<file path="src/rtl/div_issue_ctrl.sv">
// EX-stage issue/retire controller for the iterative divider: launches DIV/DIVU,
// stalls the pipe until finish, writes HI/LO, and drains the divider after a flush.
module div_issue_ctrl #(
    parameter int unsigned DRAIN_CYCLES = 36
) (
    input  logic        clk,
    input  logic        rst,
    input  logic        ex_div_req_i,
    input  logic        ex_div_sign_i,
    input  logic [31:0] ex_opa_i,
    input  logic [31:0] ex_opb_i,
    input  logic        flush_i,
    output logic        stall_req_o,
    output logic        div_start_o,
    output logic        div_sign_o,
    output logic [31:0] div_dividend_o,
    output logic [31:0] div_divisor_o,
    input  logic        div_finish_i,
    input  logic [63:0] div_result_i,
    output logic        hilo_we_o,
    output logic [31:0] hi_o,
    output logic [31:0] lo_o
);

    localparam int unsigned CNT_W = (DRAIN_CYCLES < 2) ? 1 : $clog2(DRAIN_CYCLES + 1);

    typedef enum logic [1:0] {
        ST_IDLE  = 2'd0,
        ST_RUN   = 2'd1,
        ST_DONE  = 2'd2,
        ST_DRAIN = 2'd3
    } state_t;

    state_t             r_state;
    logic               r_start;
    logic               r_sign;
    logic [31:0]        r_dividend;
    logic [31:0]        r_divisor;
    logic               r_hilo_we;
    logic [31:0]        r_hi;
    logic [31:0]        r_lo;
    logic [CNT_W-1:0]   r_drain_cnt;

    logic               w_accept;
    logic               w_stall;

    assign w_accept = ex_div_req_i & ~flush_i;

    always_ff @(posedge clk or negedge rst) begin
        if (!rst) begin
            r_state     <= ST_IDLE;
            r_start     <= 1'b0;
            r_sign      <= 1'b0;
            r_dividend  <= '0;
            r_divisor   <= '0;
            r_hilo_we   <= 1'b0;
            r_hi        <= '0;
            r_lo        <= '0;
            r_drain_cnt <= '0;
        end else begin
            case (r_state)
                ST_IDLE: begin
                    if (w_accept) begin
                        r_dividend <= ex_opa_i;
                        r_divisor  <= ex_opb_i;
                        r_sign     <= ex_div_sign_i;
                        r_start    <= 1'b1;
                        r_state    <= ST_RUN;
                    end
                end
                ST_RUN: begin
                    // Operands and sign stay put: the divider re-reads them to fix result signs.
                    if (flush_i) begin
                        r_start     <= 1'b0;
                        r_drain_cnt <= CNT_W'(DRAIN_CYCLES);
                        r_state     <= ST_DRAIN;
                    end else if (div_finish_i) begin
                        r_hi      <= div_result_i[63:32];
                        r_lo      <= div_result_i[31:0];
                        r_hilo_we <= 1'b1;
                        r_start   <= 1'b0;
                        r_state   <= ST_DONE;
                    end
                end
                ST_DONE: begin
                    r_hilo_we <= 1'b0;
                    r_state   <= ST_IDLE;
                end
                ST_DRAIN: begin
                    // Wait out the abandoned divide before a new start can be honoured.
                    if (r_drain_cnt <= CNT_W'(1)) begin
                        r_drain_cnt <= '0;
                        r_state     <= ST_IDLE;
                    end else begin
                        r_drain_cnt <= r_drain_cnt - CNT_W'(1);
                    end
                end
                default: begin
                    r_state <= ST_IDLE;
                end
            endcase
        end
    end

    always_comb begin
        w_stall = 1'b0;
        if (!flush_i) begin
            case (r_state)
                ST_IDLE:  w_stall = ex_div_req_i;
                ST_RUN:   w_stall = 1'b1;
                ST_DRAIN: w_stall = ex_div_req_i;
                default:  w_stall = 1'b0;
            endcase
        end
    end

    assign stall_req_o    = w_stall;
    assign div_start_o    = r_start;
    assign div_sign_o     = r_sign;
    assign div_dividend_o = r_dividend;
    assign div_divisor_o  = r_divisor;
    assign hilo_we_o      = r_hilo_we & ~flush_i;
    assign hi_o           = r_hi;
    assign lo_o           = r_lo;

endmodule

</file>
<file path="config.mk">
export PLATFORM = sky130hd
export DESIGN_NAME = div_issue_ctrl
export DESIGN_NICKNAME = d
export VERILOG_FILES = /design/src/rtl/div_issue_ctrl.sv
export SDC_FILE = /design/constraint.sdc
export NUM_CORES = 1
export LEC_CHECK = 0
export ABC_CLOCK_PERIOD_IN_PS = 1950
export CORE_MARGIN = 5
export CORE_UTILIZATION = 35
export CTS_CLUSTER_SIZE = 24
export DETAILED_ROUTE_END_ITERATION = 8
export DONT_BUFFER_PORTS = 1
export GPL_TIMING_DRIVEN = 0
export PLACE_DENSITY = 0.47
export SLEW_MARGIN = 20
export SYNTH_ARGS = -nofsm -noshare
export SYNTH_HDL_FRONTEND = slang
export SYNTH_SLANG_ARGS = --single-unit
export TNS_END_PERCENT = 5
</file>
<file path="constraint.sdc">
create_clock -name clk -period 1.95 [get_ports clk]
set_input_delay 0.0975 -clock clk [delete_from_list [all_inputs] [get_ports clk]]
set_output_delay 0.0975 -clock clk [all_outputs]
set_load 0.02 [all_outputs]
</file>
==> impl_metrics.py, run 1 <==
metrics = {
    "outcome": {
        "run_status": "stopped before the end",
        "outcome.stop_stage": "clock tree synthesis",
        "flow.first_error": "[ERROR RSZ-0060] Max buffer count reached.",
    },
    "clock_tree": {
        "clock_tree.root_cell": "sky130_fd_sc_hd__clkbuf_16",
        "ctsResizeCount": 15,
        "number_of_buffers_on_the_longest_clock_path": 2,
        "holdBufCountCts": 113,
        "cts.repair_timing.setup_buffer_count": 0,
        "cts-buffers-inserted": 17,
        "h-tree-depth": 4,
        "numClockSinks": 139,
    },
    "die": {
        "initial_utilization_pct": 35.7,
        "design.portCount": 266,
        "die_w_um": 135,
        "die_h_um": 135,
        "fp-row-count": 45,
    },
    "synth": {
        "synth-edff-count": 0,
        "ys_warn_count": 0,
        "post-synth-top-count-cell": "sky130_fd_sc_hd__dfrtp_1",
        "synth.largest_area_cell": "sky130_fd_sc_hd__dfrtp_1",
        "post_synth_num_cell_types": 31,
        "synthTopCellsByCount": "139 x sky130_fd_sc_hd__dfrtp_1, 80 x sky130_fd_sc_hd__mux2_2, 49 x sky130_fd_sc_hd__mux2_1, 14 x sky130_fd_sc_hd__buf_2, 8 x sky130_fd_sc_hd__ha_1",
        "synth.top_cell.area_share_pct": 64.1,
        "number_of_nets_produced_by_synthesis": 483,
        "sequential_area_share_after_synthesis_pct": 64.1,
        "synth.area.top_cells": "sky130_fd_sc_hd__dfrtp_1 64%, sky130_fd_sc_hd__mux2_2 17%, sky130_fd_sc_hd__mux2_1 10%",
        "postSynth.asyncResetShare_pct": 100,
        "synth.cell_area_mm2": 0.00543,
        "synth-seq-cells": 139,
        "synth_ff_type": "sky130_fd_sc_hd__dfrtp_1",
        "syn_inst": 341,
        "synth.avg_cell_area_um2": 15.9,
    },
    "place": {
        "dpl_cell_area_mm2": 0.00566,
        "post-dp-hpwl_mm": 9.28,
        "globalplace.congestion": 0.731,
        "placement.io_buffers": 0,
    },
}
per-stage QoR:
stage	hold WS (ns)	setup slack [ns]	instances	utilization (%)	TNS (ns)
floorplan	-0.198	0.190	341	-	0
global placement	-0.194	-0.301	529	37.2	-12.14
detailed placement	-0.195	-0.342	529	37.2	-13.46
kinds of logic after synthesis:
family	after synthesis	share of synthesized area (%)
mux	131	27.2
fa+ha+maj	8	1.84
compound gates	21	2.72
flops	139	64.1
buf+inv	20	1.71
simple gates	22	2.40
==> inputs of run 2 (changes only) <==
Settings changed: CORE_UTILIZATION 35 to 20, CTS_CLUSTER_SIZE 24 to unset, PLACE_DENSITY 0.47 to unset, PLACE_DENSITY_LB_ADDON set to 0.15.
==> run 2 against run 1 <==
The flow now finishes, with violations (hold timing). Synthesized area is the same. Synthesized cell count unchanged.
==> impl_metrics.py, run 2 <==
metrics = {
    "power": {
        "peakVddDrop_uv": 566,
        "final_power_mw": 12.9,
        "static-leakage-power_nw": 3.29,
        "power_per_cell_area_mw_per_mm2": 1650,
    },
    "routing": {
        "vias_per_cell": 3.97,
        "detail_route.first_pass.iterations": 4,
        "wl_mm": 14.0,
        "post_drt_wl_per_cell_um": 16.5,
        "detail-route-antenna-nets": 0,
        "remaining_drc_errors": 0,
        "drt-initial-drc-count": 74,
        "detailroute.via_count": 3362,
    },
    "die": {
        "die-area_mm2": 0.0305,
        "fp-row-count": 60,
        "core-area_mm2": 0.0268,
        "die_w_um": 175,
        "design.portCount": 266,
        "die_h_um": 175,
        "initial_utilization_pct": 20.2,
    },
    "sta": {
        "holdWs_ns": -0.616,
        "fin_crit_ns": 1.85,
        "slew_headroom_pct": 67.8,
        "setup_violations_final": 0,
        "slew_violations": 0,
        "final_min_period_over_clock_period_pct": 95.0,
        "timing_hold_violations_final": 139,
        "timing.clock.skew_ns": 0.00890,
        "grt_setup_unrepaired": "true",
        "max_freq_ghz": 0.540,
        "worst_pin_slew_ns": 0.479,
    },
    "finish": {
        "final_net_count": 634,
        "layout.cells.most_common_list": "138 x sky130_fd_sc_hd__dfrtp_1, 132 x sky130_fd_sc_hd__dlygate4sd3_1, 80 x sky130_fd_sc_hd__mux2_2",
        "areaGrowthSynthToFinish_pct": 44.1,
        "layout_commonest_cell": "sky130_fd_sc_hd__dfrtp_1",
        "drive_above_1_share_pct": 27.3,
        "final.fill_count": 2672,
        "antennaDiodeCount": 0,
    },
    "synth": {
        "synth.top_cell.area_share_pct": 64.1,
        "sequential_area_share_after_synthesis_pct": 64.1,
        "post-synth-top-count-cell": "sky130_fd_sc_hd__dfrtp_1",
        "ys_warn_count": 0,
        "synth-seq-cells": 139,
        "synth.cell_area_mm2": 0.00543,
        "number_of_nets_produced_by_synthesis": 483,
        "synth_ff_type": "sky130_fd_sc_hd__dfrtp_1",
        "synth.largest_area_cell": "sky130_fd_sc_hd__dfrtp_1",
        "post_synth_num_cell_types": 31,
        "synth-edff-count": 0,
        "synth.area.top_cells": "sky130_fd_sc_hd__dfrtp_1 64%, sky130_fd_sc_hd__mux2_2 17%, sky130_fd_sc_hd__mux2_1 10%",
        "synth.avg_cell_area_um2": 15.9,
        "synthTopCellsByCount": "139 x sky130_fd_sc_hd__dfrtp_1, 80 x sky130_fd_sc_hd__mux2_2, 49 x sky130_fd_sc_hd__mux2_1, 14 x sky130_fd_sc_hd__buf_2, 8 x sky130_fd_sc_hd__ha_1",
        "postSynth.asyncResetShare_pct": 100,
        "syn_inst": 341,
    },
    "global_routing": {
        "globalRouteTotalUtil_pct": 9.11,
        "grt_max_degree": 140,
        "initial_antenna_violation_count": 0,
        "grt_pass1_vias": 3945,
        "grt_first_pass_wirelength_mm": 22.0,
        "global_route.overflow_total": 0,
    },
    "clock_tree": {
        "number_of_buffers_on_the_longest_clock_path": 2,
        "numClockSinks": 139,
        "clock_tree.root_cell": "sky130_fd_sc_hd__clkbuf_16",
        "cts.repair_timing.setup_buffer_count": 0,
        "worst_setup_hold_path_clk_slew_ns": 0.06,
        "clock_tree_from_tritoncts": "built",
        "h-tree-depth": 4,
        "worstSkewPairLatency_ns": 0.41,
        "cts-buffers-inserted": 17,
        "holdBufCountCts": 132,
    },
    "critical_path": {
        "required_ns": 2.23,
        "criticalPathCategory": "reg2reg",
        "crit_path_max_fanout": 10,
        "path_cells": "inv_2 -> ha_4 -> nor2b_2 -> nand2_2 -> buf_8 -> buf_4 -> mux2_1",
        "type_of_element_launching_the_critical_path": "flop",
        "critical_path.slowest_cell": "sky130_fd_sc_hd__dfrtp_1",
        "r2r_setup_slack_ns": 0.1,
        "cpPeakStageDelay_ns": 0.42,
        "critPathArrivalTime_ns": 2.13,
        "timing.critical_path.to_type": "flop",
    },
    "place": {
        "placement.io_buffers": 0,
        "globalplace.congestion": 0.678,
        "post-dp-hpwl_mm": 9.58,
    },
    "outcome": {
        "run_status": "finished, violations left",
        "violations": "hold timing",
    },
    "job": {
        "max_cap_viol_count": 0,
    },
    "hold_path": {
        "worst_hold_path_type": "in2async",
    },
}
[run 2: cell counts after synthesis]
Identical to the previous run, type by type.
[run 2: power breakdown]
group          switching [mW]  internal (mW)
sequential               2.87           4.33
clock                    1.29           1.89
combinational           0.952           1.55
total                    5.11           7.77
[run 2: final cells by class]
class / count / area, um^2 / share of cell area, %
buffer: 14 / 116 / 1.49
clock buffer: 18 / 429 / 5.49
clock inverter: 14 / 146 / 1.87
inverter: 6 / 22.5 / 0.288
multi-input combinational: 182 / 1880 / 24.0
sequential: 139 / 3480 / 44.5
tap: 341 / 427 / 5.46
timing repair buffer: 132 / 1320 / 16.9
[run 2: path summary, 6_finish.rpt]
path | from | end | cells past startpoint
min | rst | lo_o[31] | 0
max in group asynchronous | rst | div_dividend_o[4] | 0
max | r_state[1] | hi_o[5] | 7
min in group clk | ex_div_req_i | div_start_o | 4
min reg2reg | r_drain_cnt[1] | r_drain_cnt[1] | 2
max reg2reg | r_state[1] | hi_o[5] | 7
[run 2: cells by family (layout without fill, tap and decap cells)]
logic type | Yosys count | in the layout | synth area share, %
compound gates | 21 | 21 | 2.72
fa+ha+maj | 8 | 8 | 1.84
buf+inv | 20 | 184 | 1.71
flops | 139 | 139 | 64.1
mux | 131 | 131 | 27.2
simple gates | 22 | 22 | 2.40
[run 2: per-stage QoR]
stage / setup slack [ns] / TNS (ns) / std cells / util (%) / instance area, um^2
global placement: -0.410 / -21.24 / 682 / 21.8 / 5850
detailed placement: -0.446 / -25.54 / 682 / 21.8 / 5850
CTS: 0.00617 / 0 / 846 / 29.1 / 7810
floorplan: 0.190 / 0 / 341 / - / 5430
finish: 0.0985 / 0 / 846 / 29.2 / 7820
global route: -0.0218 / -0.157 / 846 / 29.2 / 7820
[run 2: what timing repair did]
action                                 4_1_cts  5_1_grt
resized for setup                           19        4
endpoints found under the hold margin      271      139
setup endpoints to repair                  107       83
[run 2: worst max-delay path: cells and delay by family (launching register included)]
family | cells | cell delay [ns]
multiplexers | 1 | 0.35
flip-flops | 1 | 0.42
buffers and inverters | 3 | 0.46
adder cells (fa/ha/maj) | 1 | 0.19
AND/OR/NAND/NOR | 2 | 0.29
[run 2: metal layers]
metal  global-route usage, %  share of wire (%)  wire [um]  up-vias
met2                    16.0                 52       7200      161
met1                    9.72                 37       5150     1684
met3                    4.24                 10       1440       10
li1                        -                  -          -     1507
met5                       0                  0          0        -
met4                    3.01                1.4        193        0
Power figures use the tool's default switching activity.
==> inputs of run 3 (changes only) <==
Settings changed: PLACE_DENSITY_LB_ADDON 0.15 to unset, RECOVER_POWER set to 100.
==> run 3 against run 2 <==
The run still ends with hold timing left. Maximum frequency down 0.67%. Final cell count is 0.24% higher. Setup slack got worse by 0.012 ns. Largest power group unchanged. Highest routed layer unchanged.
==> impl_metrics.py, run 3 (synthesis gave the netlist of run 2 again) <==
metrics = {
    "finish": {
        "drive_above_1_share_pct": 27.5,
        "layout_commonest_cell": "sky130_fd_sc_hd__dfrtp_1",
        "areaGrowthSynthToFinish_pct": 45.1,
        "multi_input_comb_area_mm2": 0.00188,
        "final_net_count": 635,
        "final.fill_count": 2606,
        "final-seq-area_mm2": 0.00348,
        "layout.cells.most_common_list": "139 x sky130_fd_sc_hd__dfrtp_1, 132 x sky130_fd_sc_hd__dlygate4sd3_1, 80 x sky130_fd_sc_hd__mux2_2",
        "layoutNonFillerInstCount": 848,
        "post-route-util_pct": 29.4,
    },
    "power": {
        "static-leakage-power_nw": 3.32,
        "power_per_cell_area_mw_per_mm2": 1680,
        "final_power_mw": 13.2,
        "peakVddDrop_uv": 583,
    },
    "clock_tree": {
        "clock_tree.root_cell": "sky130_fd_sc_hd__clkbuf_16",
        "clock_tree_from_tritoncts": "built",
        "cts-buffers-inserted": 17,
        "h-tree-depth": 4,
        "holdBufCountCts": 132,
        "number_of_buffers_on_the_longest_clock_path": 2,
        "numClockSinks": 139,
        "worst_setup_hold_path_clk_slew_ns": 0.06,
        "worstSkewPairLatency_ns": 0.41,
    },
    "hold_path": {
        "worst_hold_path_type": "in2async",
    },
    "critical_path": {
        "crit_path_max_fanout": 10,
        "path_cells": "inv_1 -> ha_1 -> nand3b_1 -> buf_6 -> buf_4 -> mux2_2",
        "critPathArrivalTime_ns": 2.15,
        "worstReg2RegStart": "r_state[0]",
        "criticalPathCategory": "reg2reg",
        "type_of_element_launching_the_critical_path": "flop",
        "cpPeakStageDelay_ns": 0.44,
        "critical_path.startpoint": "r_state[0]",
        "critical_path.slowest_cell": "sky130_fd_sc_hd__dfrtp_1",
        "required_ns": 2.23,
        "timing.critical_path.to_type": "flop",
    },
    "sta": {
        "fin_crit_ns": 1.86,
        "timing.clock.skew_ns": 0.00707,
        "worst_pin_slew_ns": 0.447,
        "holdWs_ns": -0.615,
        "max_freq_ghz": 0.536,
        "slew_violations": 0,
        "timing_hold_violations_final": 139,
        "fin_tns_setup_ns": 0,
        "grt_setup_unrepaired": "true",
        "slew_headroom_pct": 70.0,
        "final_min_period_over_clock_period_pct": 95.6,
        "setup_violations_final": 0,
    },
    "global_routing": {
        "global_route.overflow_total": 0,
        "grt_pass1_vias": 4016,
        "globalRouteTotalUtil_pct": 9.89,
        "grt_first_pass_wirelength_mm": 23.6,
        "initial_antenna_violation_count": 1,
        "grt_max_degree": 140,
    },
    "die": {
        "core-area_mm2": 0.0268,
        "die_w_um": 175,
        "design.portCount": 266,
        "fp-row-count": 60,
        "die_h_um": 175,
        "die-area_mm2": 0.0305,
        "initial_utilization_pct": 20.2,
    },
    "place": {
        "globalplace.congestion": 0.758,
        "dp_cells": 682,
        "post-dp-hpwl_mm": 10.4,
        "placement.io_buffers": 0,
    },
    "routing": {
        "detail_route.first_pass.iterations": 4,
        "vias_per_cell": 4.01,
        "detail-route-antenna-nets": 0,
        "detailroute.via_count": 3402,
        "wl_mm": 15.3,
        "remaining_drc_errors": 0,
        "post_drt_wl_per_cell_um": 18.1,
        "drt-initial-drc-count": 67,
    },
    "outcome": {
        "violations": "hold timing",
        "run_status": "finished, violations left",
    },
    "job": {
        "max_cap_viol_count": 0,
    },
}
run 3: path summary, 6_finish.rpt:
check                                           to  slack, ns  cells after the start
worst max-delay path            div_dividend_o[16]       0.09                      6
worst min-delay path                      hi_o[10]      -0.61                      0
worst max register to register  div_dividend_o[16]       0.09                      6
worst min register to register      r_drain_cnt[1]       0.52                      2
max in group asynchronous        div_divisor_o[20]       2.38                      0
min in group clk                       div_start_o       0.05                      4
run 3: area by class of cell:
type                    count  share of cell area, %
flip-flops and latches    139                   44.2
multi-input cells         182                   23.9
repair buffers            133                   16.9
clock buffers              20                   5.93
well taps                 341                   5.42
clock inverters            12                   2.00
plain buffers              14                   1.43
inverters                   6                  0.286
diodes                      1                 0.0318
run 3: stage by stage:
step	instance area (um^2)	setup WS, ns	hold slack [ns]
after floorplan	5430	0.190	-0.198
after global placement	5850	-0.294	-0.194
after detailed placement	5850	-0.366	-0.194
after CTS	7860	0.00324	-0.647
after global routing	7870	-0.00303	-0.654
final	7870	0.0860	-0.615
run 3: repair_timing:
item,4_1_cts,5_1_grt
endpoints found under the setup margin,106,89
cloned,0,0
gates resized for setup,19,2
endpoints found under the hold margin,271,139
pin swaps,0,1
buffers inserted,0,1
run 3: power by group:
group / total (mW) / internal (mW) / switching (mW)
Clock: 3.40 / 2.13 / 1.27
Sequential: 7.27 / 4.33 / 2.94
Combinational: 2.58 / 1.56 / 1.02
run 3: metal layers:
layer | up-vias | global-route usage, % | wire [um]
met2 | 215 | 17.3 | 7680
met3 | 17 | 4.24 | 1530
met1 | 1654 | 10.7 | 5850
met5 | - | 0 | 0
li1 | 1516 | - | -
met4 | 0 | 3.60 | 263
run 3: worst max-delay path: cells and delay by family, from the launching register on:
kind	cells	cell delay, ns
buf+inv	3	0.54
flops	1	0.44
mux	1	0.36
fa+ha+maj	1	0.24
simple gates	1	0.16
==> inputs of run 4 (changes only) <==
--- a/config.mk
+++ b/config.mk
@@ -9,4 +9,5 @@
 export CORE_MARGIN = 5
 export CORE_UTILIZATION = 20
+export CTS_BUF_LIST = sky130_fd_sc_hd__clkbuf_16
 export DETAILED_ROUTE_END_ITERATION = 8
 export DONT_BUFFER_PORTS = 1
==> constraint.sdc (replaced) <==
create_clock -name clk -period 1.95 [get_ports clk]
set_input_delay 0.0975 -clock clk [delete_from_list [all_inputs] [get_ports clk]]
set_output_delay 0.0975 -clock clk [all_outputs]
set_load 0.01 [all_outputs]
==> run 4 against run 3 <==
The run still ends with hold timing left. Core utilization is 0.15 points lower. Sequential power fell by 14%. Clock-buffer cell count down 3. Critical path depth up 1. Final cell count shrank 0.12%. Clock power decreased by 4%. Flip-flop and latch count unchanged. Non-clock buffer count is the same. Sequential share of layout area grew 0.24 points. Register-to-register slack barely moved. Clock skew shrank 0.0011 ns. Largest cell class unchanged.
==> impl_metrics.py, run 4 (synthesis gave the netlist of run 2 again) <==
metrics = {
    "die": {
        "die-area_mm2": 0.0305,
        "die_w_um": 175,
        "core-area_mm2": 0.0268,
        "initial_utilization_pct": 20.2,
        "design.portCount": 266,
        "die_h_um": 175,
        "fp-row-count": 60,
    },
    "power": {
        "cellInternalPower_mw": 7.90,
        "power.combinational.fraction_pct": 21.1,
        "power_per_cell_area_mw_per_mm2": 1540,
        "sequentialPowerShare_pct": 51.7,
        "power.switching_fraction_pct": 34.4,
        "total_switching_power_mw": 4.14,
        "peakVddDrop_uv": 535,
        "clock_power_share_pct": 27.2,
        "static-leakage-power_nw": 3.30,
    },
    "outcome": {
        "violations": "hold timing",
        "run_status": "finished, violations left",
    },
    "critical_path": {
        "cpPeakStageDelay_ns": 0.41,
        "crit_path_max_fanout": 10,
        "criticalPathCategory": "reg2reg",
        "type_of_element_launching_the_critical_path": "flop",
        "critPathArrivalTime_ns": 2.14,
        "required_ns": 2.22,
        "r2r_setup_slack_ns": 0.08,
        "reg2regPathDepth": 7,
        "worstReg2RegStart": "r_state[1]",
        "critical_path.reg2reg.endpoint": "hi_o[20]",
        "critical_path.slowest_cell": "sky130_fd_sc_hd__dfrtp_1",
        "path_cells": "inv_2 -> ha_4 -> nor2b_2 -> nand2_2 -> buf_6 -> buf_4 -> mux2_1",
        "timing.critical_path.to_type": "flop",
    },
    "clock_tree": {
        "cts-buffers-inserted": 17,
        "number_of_buffers_on_the_longest_clock_path": 2,
        "clock_tree.root_cell": "sky130_fd_sc_hd__clkbuf_16",
        "worst_setup_hold_path_clk_slew_ns": 0.06,
        "numClockSinks": 139,
        "h-tree-depth": 4,
        "holdBufCountCts": 132,
        "clock_tree_from_tritoncts": "built",
        "worstSkewPairLatency_ns": 0.41,
    },
    "global_routing": {
        "grt_first_pass_wirelength_mm": 23.6,
        "grt_pass1_vias": 4010,
        "global_route.overflow_total": 0,
        "globalRouteTotalUtil_pct": 9.90,
        "grt_max_degree": 140,
        "initial_antenna_violation_count": 0,
    },
    "sta": {
        "fin_tns_setup_ns": 0,
        "slew_headroom_pct": 69.8,
        "timing_hold_violations_final": 139,
        "fin_crit_ns": 1.87,
        "grt_setup_unrepaired": "false",
        "max_freq_ghz": 0.535,
        "worst_pin_slew_ns": 0.450,
        "slew_violations": 0,
        "final_min_period_over_clock_period_pct": 95.9,
        "holdWs_ns": -0.616,
        "timing.clock.skew_ns": 0.00599,
        "setup_violations_final": 0,
    },
    "finish": {
        "layout.cells.most_common_list": "138 x sky130_fd_sc_hd__dfrtp_1, 132 x sky130_fd_sc_hd__dlygate4sd3_1, 79 x sky130_fd_sc_hd__mux2_2",
        "areaGrowthSynthToFinish_pct": 44.4,
        "antennaDiodeCount": 0,
        "layout_commonest_cell": "sky130_fd_sc_hd__dfrtp_1",
        "drive_above_1_share_pct": 26.3,
        "final_net_count": 635,
    },
    "place": {
        "placement.io_buffers": 0,
        "post-dp-hpwl_mm": 10.4,
        "globalplace.congestion": 0.758,
    },
    "routing": {
        "drt-initial-drc-count": 52,
        "remaining_drc_errors": 0,
        "detail_route.first_pass.iterations": 4,
        "wl_mm": 15.3,
        "post_drt_wl_per_cell_um": 18.1,
        "detailroute.via_count": 3411,
        "detail-route-antenna-nets": 0,
        "vias_per_cell": 4.03,
    },
    "hold_path": {
        "worst_hold_path_type": "in2async",
    },
    "job": {
        "max_cap_viol_count": 0,
    },
}
==> run 4: timing repair <==
| item | CTS | global route |
|---|---|---|
| pin swaps | 0 | 1 |
| gates resized for setup | 17 | 6 |
| endpoints found under the hold margin | 271 | 139 |
| setup buffers | 0 | 1 |
| endpoints found under the setup margin | 105 | 89 |
==> run 4: power groups by stage <==
stage	Clock [mW]	Combinational, mW	Sequential [mW]
5_1_grt	3.53	2.84	6.41
4_1_cts	3.42	2.56	6.22
3_3_place_gp	0	2.10	6.22
3_5_place_dp	0	2.30	6.23
2_1_floorplan	0	1.89	5.74
6_report	3.28	2.54	6.22
==> run 4: cell type report <==
cell class	count	area, um^2
fillers	2609	19000
flip-flops and latches	139	3480
multi-input cells	182	1870
repair buffers	133	1330
well taps	341	427
clock buffers	17	425
clock inverters	15	169
plain buffers	14	116
inverters	6	22.5
==> run 4: worst max-delay path by stage <==
stage,cells after the start,slack [ns],from,end
3_3_place_gp,7,-0.29,r_state[1],hi_o[7]
2_1_floorplan,7,0.19,r_state[1],hi_o[0]
4_1_cts,6,-0.004,r_state[0],div_dividend_o[22]
6_report,7,0.08,r_state[1],hi_o[20]
3_5_place_dp,7,-0.37,r_state[1],lo_o[20]
5_1_grt,7,0.004,r_state[1],hi_o[20]
==> run 4: stage by stage <==
stage | worst slack (ns) | instance area, um^2 | std cells | power, mW | utilization (%)
finish | 0.0798 | 7830 | 847 | 12.0 | 29.2
global route | 0.00408 | 7830 | 847 | 12.8 | 29.2
CTS | -0.00421 | 7820 | 846 | 12.2 | 29.2
detailed placement | -0.366 | 5850 | 682 | 8.53 | 21.8
global placement | -0.294 | 5850 | 682 | 8.33 | 21.8
floorplan | 0.191 | 5430 | 341 | 7.63 | -
==> run 4: critical path: cells and delay by family (launching register included) <==
family	cells	cell delay, ns
adder cells (fa/ha/maj)	1	0.19
flip-flops	1	0.41
AND/OR/NAND/NOR	2	0.28
multiplexers	1	0.37
buffers and inverters	3	0.49
==> run 4: routing by layer <==
metal / vias up / GRT usage (%) / wire length (um)
met2: 212 / 17.5 / 7690
li1: 1516 / - / -
met4: 0 / 3.40 / 250
met1: 1668 / 10.7 / 5800
met3: 15 / 4.24 / 1560
met5: - / 0 / 0
